<file path="src/rtl/mem_port_arbiter_pkg.sv">
// Shared types and defaults for the IF/DM memory port arbiter.
package mem_port_arbiter_pkg;

  localparam int unsigned DEF_ADDR_W     = 32;
  localparam int unsigned DEF_DATA_W     = 32;
  localparam int unsigned DEF_STARVE_MAX = 4;

  // Arbiter FSM state encoding
  localparam logic [1:0] ST_IDLE    = 2'd0;
  localparam logic [1:0] ST_BUSY_IF = 2'd1;
  localparam logic [1:0] ST_BUSY_DM = 2'd2;
  localparam logic [1:0] ST_RESP    = 2'd3;

  // Which requester owns the memory for the current access
  typedef enum logic {
    OWN_IF = 1'b0,
    OWN_DM = 1'b1
  } owner_e;

endpackage

</file>
<file path="src/rtl/mem_port_arbiter_if.sv">
// Pipeline-side and memory-side bus of the arbiter.
// master: the arbiter itself; slave: the surrounding pipeline and memory.
interface mem_port_arbiter_if
  import mem_port_arbiter_pkg::*;
#(
  parameter int unsigned ADDR_W = DEF_ADDR_W,
  parameter int unsigned DATA_W = DEF_DATA_W
);
  logic              if_req_i;
  logic [ADDR_W-1:0] if_addr_i;
  logic              if_ack_o;
  logic [DATA_W-1:0] if_data_o;
  logic              dm_req_i;
  logic              dm_we_i;
  logic [ADDR_W-1:0] dm_addr_i;
  logic [DATA_W-1:0] dm_wdata_i;
  logic              dm_ack_o;
  logic [DATA_W-1:0] dm_rdata_o;
  logic              stall_o;
  logic              mem_en_o;
  logic              mem_we_o;
  logic [ADDR_W-1:0] mem_addr_o;
  logic [DATA_W-1:0] mem_wdata_o;
  logic [DATA_W-1:0] mem_rdata_i;
  logic              mem_ready_i;

  modport master (
    input  if_req_i, if_addr_i, dm_req_i, dm_we_i, dm_addr_i, dm_wdata_i,
           mem_rdata_i, mem_ready_i,
    output if_ack_o, if_data_o, dm_ack_o, dm_rdata_o, stall_o,
           mem_en_o, mem_we_o, mem_addr_o, mem_wdata_o
  );

  modport slave (
    output if_req_i, if_addr_i, dm_req_i, dm_we_i, dm_addr_i, dm_wdata_i,
           mem_rdata_i, mem_ready_i,
    input  if_ack_o, if_data_o, dm_ack_o, dm_rdata_o, stall_o,
           mem_en_o, mem_we_o, mem_addr_o, mem_wdata_o
  );
endinterface

</file>
<file path="src/rtl/mem_arb_starve_ctr.sv">
// Counts consecutive DM grants taken while fetch waits; raises force_if
// once the limit is hit so the next arbitration goes to fetch.
module mem_arb_starve_ctr #(
  parameter int unsigned STARVE_MAX = 4
) (
  input  logic clk_i,
  input  logic rst_i,
  input  logic idle_i,
  input  logic if_req_i,
  input  logic if_grant_i,
  input  logic dm_grant_i,
  output logic force_if_o
);
  localparam int unsigned CW = $clog2(STARVE_MAX + 1);
  localparam logic [CW-1:0] CNT_MAX = CW'(STARVE_MAX);

  logic [CW-1:0] cnt_q, cnt_d;

  // Clear on fetch progress or when fetch is not waiting; else count DM wins
  always_comb begin
    cnt_d = cnt_q;
    if (if_grant_i || (idle_i && !if_req_i))
      cnt_d = '0;
    else if (dm_grant_i && if_req_i && (cnt_q != CNT_MAX))
      cnt_d = cnt_q + 1'b1;
  end

  // Counter register
  always_ff @(posedge clk_i or negedge rst_i) begin
    if (!rst_i) cnt_q <= '0;
    else        cnt_q <= cnt_d;
  end

  assign force_if_o = if_req_i && (cnt_q == CNT_MAX);
endmodule

</file>
<file path="src/rtl/mem_port_arbiter.sv">
// Shares one variable-latency memory between fetch and data ports.
// DM wins by default; the starvation counter forces an IF grant.
module mem_port_arbiter
  import mem_port_arbiter_pkg::*;
#(
  parameter int unsigned ADDR_W     = DEF_ADDR_W,
  parameter int unsigned DATA_W     = DEF_DATA_W,
  parameter int unsigned STARVE_MAX = DEF_STARVE_MAX
) (
  input  logic                clk_i,
  input  logic                rst_i,
  mem_port_arbiter_if.master  bus
);
  logic [1:0]        state_q, state_d;
  logic              mem_en_q, mem_en_d;
  logic              mem_we_q, mem_we_d;
  logic [ADDR_W-1:0] mem_addr_q, mem_addr_d;
  logic [DATA_W-1:0] mem_wdata_q, mem_wdata_d;
  logic              if_ack_q, if_ack_d;
  logic              dm_ack_q, dm_ack_d;
  logic [DATA_W-1:0] if_data_q, if_data_d;
  logic [DATA_W-1:0] dm_rdata_q, dm_rdata_d;
  logic              if_grant, dm_grant, force_if;
  owner_e            own;

  mem_arb_starve_ctr #(.STARVE_MAX(STARVE_MAX)) u_starve (
    .clk_i      (clk_i),
    .rst_i      (rst_i),
    .idle_i     (state_q == ST_IDLE),
    .if_req_i   (bus.if_req_i),
    .if_grant_i (if_grant),
    .dm_grant_i (dm_grant),
    .force_if_o (force_if)
  );

  // Arbitration, access sequencing and response capture
  always_comb begin
    state_d     = state_q;
    mem_en_d    = mem_en_q;
    mem_we_d    = mem_we_q;
    mem_addr_d  = mem_addr_q;
    mem_wdata_d = mem_wdata_q;
    if_data_d   = if_data_q;
    dm_rdata_d  = dm_rdata_q;
    if_ack_d    = 1'b0;
    dm_ack_d    = 1'b0;
    if_grant    = 1'b0;
    dm_grant    = 1'b0;
    own         = (bus.dm_req_i && !force_if) ? OWN_DM : OWN_IF;
    case (state_q)
      ST_IDLE: begin
        if (own == OWN_DM) begin
          dm_grant    = 1'b1;
          state_d     = ST_BUSY_DM;
          mem_en_d    = 1'b1;
          mem_we_d    = bus.dm_we_i;
          mem_addr_d  = bus.dm_addr_i;
          mem_wdata_d = bus.dm_wdata_i;
        end else if (bus.if_req_i) begin
          if_grant   = 1'b1;
          state_d    = ST_BUSY_IF;
          mem_en_d   = 1'b1;
          mem_we_d   = 1'b0;
          mem_addr_d = bus.if_addr_i;
        end
      end
      ST_BUSY_IF: begin
        if (bus.mem_ready_i) begin
          if_data_d = bus.mem_rdata_i;
          if_ack_d  = 1'b1;
          mem_en_d  = 1'b0;
          state_d   = ST_RESP;
        end
      end
      ST_BUSY_DM: begin
        if (bus.mem_ready_i) begin
          // Writes complete without touching the read-data register
          if (!mem_we_q) dm_rdata_d = bus.mem_rdata_i;
          dm_ack_d = 1'b1;
          mem_en_d = 1'b0;
          mem_we_d = 1'b0;
          state_d  = ST_RESP;
        end
      end
      default: state_d = ST_IDLE;
    endcase
  end

  // State and datapath registers; reset drops any in-flight access
  always_ff @(posedge clk_i or negedge rst_i) begin
    if (!rst_i) begin
      state_q     <= ST_IDLE;
      mem_en_q    <= 1'b0;
      mem_we_q    <= 1'b0;
      mem_addr_q  <= '0;
      mem_wdata_q <= '0;
      if_ack_q    <= 1'b0;
      dm_ack_q    <= 1'b0;
      if_data_q   <= '0;
      dm_rdata_q  <= '0;
    end else begin
      state_q     <= state_d;
      mem_en_q    <= mem_en_d;
      mem_we_q    <= mem_we_d;
      mem_addr_q  <= mem_addr_d;
      mem_wdata_q <= mem_wdata_d;
      if_ack_q    <= if_ack_d;
      dm_ack_q    <= dm_ack_d;
      if_data_q   <= if_data_d;
      dm_rdata_q  <= dm_rdata_d;
    end
  end

  assign bus.if_ack_o    = if_ack_q;
  assign bus.dm_ack_o    = dm_ack_q;
  assign bus.if_data_o   = if_data_q;
  assign bus.dm_rdata_o  = dm_rdata_q;
  assign bus.mem_en_o    = mem_en_q;
  assign bus.mem_we_o    = mem_we_q;
  assign bus.mem_addr_o  = mem_addr_q;
  assign bus.mem_wdata_o = mem_wdata_q;
  assign bus.stall_o     = (bus.if_req_i && !if_ack_q) || (bus.dm_req_i && !dm_ack_q);
endmodule

</file>
<file path="src/flat_wrapper.sv">
// flat-port wrapper written by rule: the top's interface ports become plain ports
module mem_port_arbiter_flat import mem_port_arbiter_pkg::*;
#(
  parameter int unsigned ADDR_W     = DEF_ADDR_W,
  parameter int unsigned DATA_W     = DEF_DATA_W,
  parameter int unsigned STARVE_MAX = DEF_STARVE_MAX
)
  (clk_i, rst_i, bus_if_req_i, bus_if_addr_i, bus_dm_req_i, bus_dm_we_i, bus_dm_addr_i, bus_dm_wdata_i, bus_mem_rdata_i, bus_mem_ready_i, bus_if_ack_o, bus_if_data_o, bus_dm_ack_o, bus_dm_rdata_o, bus_stall_o, bus_mem_en_o, bus_mem_we_o, bus_mem_addr_o, bus_mem_wdata_o);
  mem_port_arbiter_if #(.ADDR_W(ADDR_W), .DATA_W(DATA_W)) bus_i ();
  input  logic clk_i;
  input  logic rst_i;
  input wire logic [$bits(bus_i.if_req_i)-1:0] bus_if_req_i;
  input wire logic [$bits(bus_i.if_addr_i)-1:0] bus_if_addr_i;
  input wire logic [$bits(bus_i.dm_req_i)-1:0] bus_dm_req_i;
  input wire logic [$bits(bus_i.dm_we_i)-1:0] bus_dm_we_i;
  input wire logic [$bits(bus_i.dm_addr_i)-1:0] bus_dm_addr_i;
  input wire logic [$bits(bus_i.dm_wdata_i)-1:0] bus_dm_wdata_i;
  input wire logic [$bits(bus_i.mem_rdata_i)-1:0] bus_mem_rdata_i;
  input wire logic [$bits(bus_i.mem_ready_i)-1:0] bus_mem_ready_i;
  output wire logic [$bits(bus_i.if_ack_o)-1:0] bus_if_ack_o;
  output wire logic [$bits(bus_i.if_data_o)-1:0] bus_if_data_o;
  output wire logic [$bits(bus_i.dm_ack_o)-1:0] bus_dm_ack_o;
  output wire logic [$bits(bus_i.dm_rdata_o)-1:0] bus_dm_rdata_o;
  output wire logic [$bits(bus_i.stall_o)-1:0] bus_stall_o;
  output wire logic [$bits(bus_i.mem_en_o)-1:0] bus_mem_en_o;
  output wire logic [$bits(bus_i.mem_we_o)-1:0] bus_mem_we_o;
  output wire logic [$bits(bus_i.mem_addr_o)-1:0] bus_mem_addr_o;
  output wire logic [$bits(bus_i.mem_wdata_o)-1:0] bus_mem_wdata_o;
  assign bus_i.if_req_i = bus_if_req_i;
  assign bus_i.if_addr_i = bus_if_addr_i;
  assign bus_i.dm_req_i = bus_dm_req_i;
  assign bus_i.dm_we_i = bus_dm_we_i;
  assign bus_i.dm_addr_i = bus_dm_addr_i;
  assign bus_i.dm_wdata_i = bus_dm_wdata_i;
  assign bus_i.mem_rdata_i = bus_mem_rdata_i;
  assign bus_i.mem_ready_i = bus_mem_ready_i;
  assign bus_if_ack_o = bus_i.if_ack_o;
  assign bus_if_data_o = bus_i.if_data_o;
  assign bus_dm_ack_o = bus_i.dm_ack_o;
  assign bus_dm_rdata_o = bus_i.dm_rdata_o;
  assign bus_stall_o = bus_i.stall_o;
  assign bus_mem_en_o = bus_i.mem_en_o;
  assign bus_mem_we_o = bus_i.mem_we_o;
  assign bus_mem_addr_o = bus_i.mem_addr_o;
  assign bus_mem_wdata_o = bus_i.mem_wdata_o;
  mem_port_arbiter #(.ADDR_W(ADDR_W), .DATA_W(DATA_W), .STARVE_MAX(STARVE_MAX)) u_core (.clk_i(clk_i), .rst_i(rst_i), .bus(bus_i));
endmodule
</file>
<file path="config.mk">
export PLATFORM = sky130hd
export DESIGN_NAME = mem_port_arbiter_flat
export DESIGN_NICKNAME = d
export VERILOG_FILES = /design/src/rtl/mem_port_arbiter_pkg.sv /design/src/rtl/mem_port_arbiter_if.sv /design/src/rtl/mem_arb_starve_ctr.sv /design/src/rtl/mem_port_arbiter.sv /design/src/flat_wrapper.sv
export SDC_FILE = /design/constraint.sdc
export NUM_CORES = 1
export LEC_CHECK = 0
export BUFFER_PORTS_ARGS = -buffer_cell sky130_fd_sc_hd__buf_4
export CAP_MARGIN = 20
export CORE_ASPECT_RATIO = 0.7
export CORE_UTILIZATION = 51
export CTS_BUF_LIST = sky130_fd_sc_hd__clkbuf_16
export DETAILED_ROUTE_END_ITERATION = 12
export PLACE_DENSITY = 0.95
export SLEW_MARGIN = 20
export SYNTH_ARGS = -nofsm -noshare
export SYNTH_HDL_FRONTEND = slang
export SYNTH_SLANG_ARGS = --single-unit
export TNS_END_PERCENT = 100
</file>
<file path="constraint.sdc">
create_clock -name clk_i -period 4.4 [get_ports clk_i]
set_input_delay 0.66 -clock clk_i [delete_from_list [all_inputs] [get_ports clk_i]]
set_output_delay 0.66 -clock clk_i [all_outputs]
set_load 0.01 [all_outputs]
</file>
==> results of run 1 <==
==> final cells by class <==
class	instances	area (sq um)
clock buffer	17	425
inverter	10	37.5
clock inverter	13	133
tap	153	191
sequential	137	3430
multi-input combinational	265	2190
fill	711	2610
timing repair buffer	271	2040
==> cell families after synthesis <==
kind of cell	share of synthesized area [%]
multiplexers	20.8
flip-flops	58.9
AND/OR/NAND/NOR	9.59
buffers and inverters	3.59
adder cells (fa/ha/maj)	1.29
AO/OA/AOI/OAI	5.78
==> critical path: cells and delay by family (launching register included) <==
| kind | cells | cell delay, ps |
|---|---|---|
| simple gates | 1 | 360 |
| buf+inv | 3 | 730 |
| flops | 1 | 430 |
| compound gates | 2 | 510 |
| fa+ha+maj | 1 | 200 |
==> layout by cell type (no fill, tap or decap), drive strengths merged, types with 2 or more instances in the layout <==
master,n
clkinvlp,3
and2,2
mux2,97
buf,271
dfrtp,137
o221ai,2
a22oi,2
nand2,71
clkinv,6
o211ai,32
o21ai,4
nand4,32
clkbuf,17
ha,6
bufinv,2
nand2b,2
o22ai,3
nand3,2
inv,12
==> registers in the layout (all words and copies together), names as in the netlist <==
| signal | count |
|---|---|
| u_core.bus.mem_we_o | 1 |
| u_core.bus.mem_wdata_o | 32 |
| u_core.bus.if_data_o | 32 |
| u_core.bus.dm_rdata_o | 32 |
| u_core.bus.mem_addr_o | 32 |
| u_core.bus.mem_en_o | 1 |
| u_core.u_starve.cnt_q | 3 |
| u_core.bus.dm_ack_o | 1 |
| u_core.state_q | 2 |
| u_core.bus.if_ack_o | 1 |
==> metal layers <==
| layer | vias up | share of wire (%) |
|---|---|---|
| met2 | 253 | 53 |
| li1 | 2097 | - |
| met4 | 0 | 1.6 |
| met1 | 2279 | 38 |
| met5 | - | 0 |
| met3 | 28 | 7.8 |
==> synth_stat cells, types with 2 or more instances <==
cell type,instances
dfrtp_1,137
nand2_1,71
mux2_1,67
nand4_1,32
o211ai_1,32
mux2_4,29
clkbuf_1,15
buf_2,11
inv_1,10
ha_1,6
buf_6,4
o21ai_1,3
o22ai_1,3
a22oi_1,2
and2_1,2
buf_1,2
nand2b_1,2
o221ai_1,2
==> worst max path at each step <==
stage / startpoint / to / slack, ps / depth (start not counted)
finish: u_core.state_q[0]$_DFFE_PN0P_ / u_core.state_q[1]$_DFFE_PN0P_ / 2050 / 7
global route: u_core.state_q[0]$_DFFE_PN0P_ / u_core.state_q[1]$_DFFE_PN0P_ / 1950 / 7
CTS: u_core.state_q[0]$_DFFE_PN0P_ / u_core.bus.mem_addr_o[0]$_DFFE_PN0P_ / 1870 / 6
detailed placement: bus_if_req_i / u_core.state_q[0]$_DFFE_PN0P_ / 1840 / 4
global placement: bus_if_req_i / u_core.state_q[0]$_DFFE_PN0P_ / 1940 / 4
floorplan: bus_dm_req_i / bus_stall_o / 2380 / 4
==> stage by stage <==
step | setup slack [ps] | utilization [%] | hold slack (ps)
2_1_floorplan | 2380 | - | 364
3_3_place_gp | 1940 | 71.2 | 470
3_5_place_dp | 1840 | 71.3 | 482
4_1_cts | 1870 | 76.4 | 430
5_1_grt | 1950 | 76.4 | 468
6_report | 2050 | 76.4 | 358
==> report_power, final <==
part,switching [W],internal [W]
clock network,0.000520,0.000824
logic,0.00125,0.00146
registers,0.000379,0.00190
total,0.00215,0.00418
==> qor.csv, run 1 <==
metric,value,unit
netlist_area,0.00582,sq mm
cts_hold_buf,0,
yosys_warnings,0,
n_antenna_cell,0,
setup_viol,0,
yosys-top-cells-area,"dfrtp_1 (59%), mux2_1 (13%), mux2_4 (7.5%), nand2_1 (4.6%), o211ai_1 (4.1%)",
ys_seq_area_share,58.9,%
cts_root_buffer,clkbuf_16,
crit_arrival,2640,ps
mappedNetlistNets,585,
stdcell_area,0.00844,sq mm
synthFlopType,dfrtp_1,
critPathKind,flop to flop,
power_density,750,mW/mm^2
synth_top_area_cell,dfrtp_1,
final_nets,842,
first_pass_iters,5,
power.leakage,4.09,nW
ios,267,
start_kind,flop,
finalWirelength,15.9,mm
rsz0062_at_grt,false,
cts.clk_slew.worst_paths,60,ps
synth.distinct_cells,33,
regToRegSetupSlack,2050,ps
async_reset_ff_share,100,%
num_rows,32,
grt_use_total,27.4,%
cts_tree,built,
die_x,130,um
drc,0,
fmax,426,MHz
worstReg2RegStart,u_core.state_q[0]$_DFFE_PN0P_,
numPortBuffers,266,
grt_pass1_wl,24.7,mm
clk_latency,400,ps
initial_utilization,52.6,%
synthCells,445,
syn2layout_area_growth,45.1,%
finClkSkew,8.63,ps
tns,0,ps
cpMaxStageDelayCell,dfrtp_1,
vias,4657,
grt_max_degree,109,
dpl.cell_count,836,
cts_resized,0,
cp_cell_sequence,"inv_1, ha_1, buf_4, o21ai_2, buf_6, or3_1, o221ai_1",
crit_fanout,40,
yosysTopAreaCellShare,58.9,%
vdd_drop_max,0.382,mV
synth_seq_cells,137,
dieArea,0.0118,sq mm
htreeDepth,4,
fin_crit,2350,ps
critPathRequiredTime,4690,ps
worstReg2RegEnd,u_core.state_q[1]$_DFFE_PN0P_,
grt_busiest_layer,met2,
slew_headroom,34.1,%
synth_edf_count,0,
cts_sinks,137,
antenna_found_initial,0,
dpl_cell_area,0.00788,sq mm
worstHoldPathType,input pin to async pin,
grt.met2_usage,48.0,%
hpwlAfterDp,11.4,mm
grt_pass1_vias,4837,
vias_per_cell,5.38,
crit_path_max_incr_delay,430,ps
finalPower,0.00633,W
clockBufferDepth,2,
coreArea,0.0111,sq mm
dr.first_iter.drc_count,248,
gp_congestion,0.799,
slew_violations,0,
worst_slew_pin_slew,988,ps
final_cells,866,
r2r_cells,7,
hold_viol,0,
wl_per_cell,18.3,um
die_h,91.4,um
period_share,53.3,%
status,completed,
cp-end-kind,flop,
synth.avg_cell_area,13.1,sq um
gr-usage-met1,32.5,%
drive_above_1_share,47.0,%
cts_buffers,17,
postRouteAntennaNets,0,
use_met3,7.54,%
grt_overflow,0,
cts_setup_buffers,0,
cap_violations,0,
Power figures use the tool's default switching activity.
==> run 2: changes to the inputs <==
ABC_AREA = 1   (was not set)
CORE_UTILIZATION = 43   (was 51)
PLACE_DENSITY = 0.88   (was 0.95)
clock period = 2.1 ns   (was 4.4 ns; I/O delays follow)
==> run 2 against run 1 <==
  * Sequential power up 100%
  * Non-clock buffer count up 6
  * Synthesized cell count up 53%
  * Critical endpoint is now u_core.bus.mem_addr_o[15]$_DFFE_PN0P_
  * Largest cell class unchanged
  * Highest routed layer unchanged
==> qor.csv, run 2 <==
metric,value,unit
dr.first_iter.drc_count,260,
cts_sinks,137,
grt_pass1_vias,5096,
cts_resized,0,
dieArea,0.0146,sq mm
cts.clk_slew.worst_paths,70,ps
power.leakage,4.88,nW
numPortBuffers,266,
cap_violations,0,
die_h,101,um
setup_viol,0,
regToRegSetupSlack,380,ps
fmax,581,MHz
synth_seq_cells,137,
gr-usage-met1,29.1,%
status,completed,
synth_common_cells,"nand2_1 (276), dfrtp_1 (137), inv_1 (74)",
drive_above_1_share,36.3,%
yosysMostFrequentCell,nand2_1,
initial_utilization,45.1,%
use_met3,6.48,%
clockBufferDepth,2,
fin_crit,1720,ps
cts_buffers,17,
layout_common_cells,"nand2_1 (275), buf_4 (270), dfrtp_1 (137)",
layout_commonest_cell,nand2_1,
cts_hold_buf,1,
coreArea,0.0134,sq mm
hold_viol,0,
dpl.cell_count,1107,
grt_overflow,0,
period_share,82.0,%
ys_seq_area_share,56.5,%
synthCells,683,
cp-end-kind,flop,
postRouteAntennaNets,0,
n_antenna_cell,0,
vias_per_cell,4.69,
cts_root_buffer,clkbuf_16,
vias,5347,
gp_congestion,0.822,
crit_fanout,19,
critPathKind,flop to flop,
synth_top_area_cell,dfrtp_1,
worstHoldPathType,input pin to flop,
slew_violations,0,
vdd_drop_max,0.847,mV
wl_per_cell,13.6,um
synthFlopType,dfrtp_1,
rsz0062_at_grt,false,
final_nets,1082,
slew_headroom,66.2,%
final_cells,1140,
first_pass_iters,5,
yosys-top-cells-area,"dfrtp_1 (56%), nand2_1 (17%), inv_1 (4.6%), o21ai_2 (4.0%), nand3b_1 (4.0%)",
die_x,144,um
ios,267,
yosys_warnings,0,
stdcell_area,0.00874,sq mm
start_kind,flop,
grt_pass1_wl,24.7,mm
htreeDepth,4,
cts_setup_buffers,0,
post-route-util,65.0,%
tns,0,ps
num_rows,35,
cts_tree,built,
clk_latency,410,ps
synth_edf_count,0,
async_reset_ff_share,100,%
mappedNetlistNets,823,
synth.avg_cell_area,8.89,sq um
finClkSkew,10.5,ps
yosysTopAreaCellShare,56.5,%
grt.met2_usage,34.4,%
dpl_cell_area,0.00817,sq mm
syn2layout_area_growth,43.9,%
crit_arrival,2060,ps
finalWirelength,15.5,mm
hpwlAfterDp,11.3,mm
critPathRequiredTime,2440,ps
synth.distinct_cells,25,
grt_max_degree,65,
setup_slack,377,ps
dp_slack,381,ps
grt_busiest_layer,met2,
netlist_area,0.00607,sq mm
worst_slew_pin_slew,507,ps
antenna_found_initial,0,
power_density,1460,mW/mm^2
drc,0,
grt_use_total,21.8,%
run 2: cell count changes after synthesis, sizes merged, moves of 30 or more:
cell,delta
nand2,+206
nand4,-30
nand3,+36
mux2,-97
inv,+69
nand3b,+32
o211ai,-32
o21ai,+64
run 2: cell type report:
type / count / area, sq um
Clock buffer: 17 / 425
Clock inverter: 15 / 131
Fill cell: 1082 / 4710
Inverter: 79 / 302
Multi-Input combinational cell: 430 / 2070
Sequential cell: 137 / 3430
Tap cell: 185 / 231
Timing Repair Buffer: 277 / 2150
run 2: metal layers:
metal	share of wire [%]	routed length, um
met5	0	0
met4	0.88	137
met1	44	6880
met3	7.8	1210
met2	47	7320
run 2: critical path, stage by stage, from the launching register on:
cell and delay, ps:
dfrtp_1 410, inv_1 100, ha_1 370, inv_2 120, a21oi_4 180, buf_4 270, nand3_1 120, nand2_1 70
run 2: cell families after synthesis:
kind of cell	share of synthesized area, %
DFF	56.5
adders and majority gates	1.24
and+or+nand+nor	24.8
AOI/OAI and AO/OA	8.02
buffers and inverters	9.46
run 2: path summary, 6_finish.rpt:
kind,start,endpoint,cells past startpoint
hold / removal,bus_dm_wdata_i[20],u_core.bus.mem_wdata_o[20]$_DFFE_PN0P_,3
min in group asynchronous,rst_i,u_core.bus.mem_wdata_o[25]$_DFFE_PN0P_,2
setup / recovery,u_core.state_q[1]$_DFFE_PN0P_,u_core.bus.mem_addr_o[15]$_DFFE_PN0P_,7
setup reg to reg,u_core.state_q[1]$_DFFE_PN0P_,u_core.bus.mem_addr_o[15]$_DFFE_PN0P_,7
max in group asynchronous,rst_i,u_core.bus.dm_rdata_o[25]$_DFFE_PN0P_,3
hold reg to reg,u_core.bus.mem_addr_o[19]$_DFFE_PN0P_,u_core.bus.mem_addr_o[19]$_DFFE_PN0P_,2
run 2: power by group:
part           total (W)  switching (W)  internal (W)
combinational    0.00529        0.00277       0.00252
sequential       0.00462       0.000733       0.00389
clock            0.00281        0.00124       0.00156
total             0.0127        0.00475       0.00797
run 2: per-stage QoR:
stage	hold slack, ps	power, W
3_5_place_dp	204	0.00999
4_1_cts	77.5	0.0128
2_1_floorplan	19.4	0.00735
5_1_grt	73.6	0.0136
3_3_place_gp	204	0.00980
6_report	94.7	0.0127
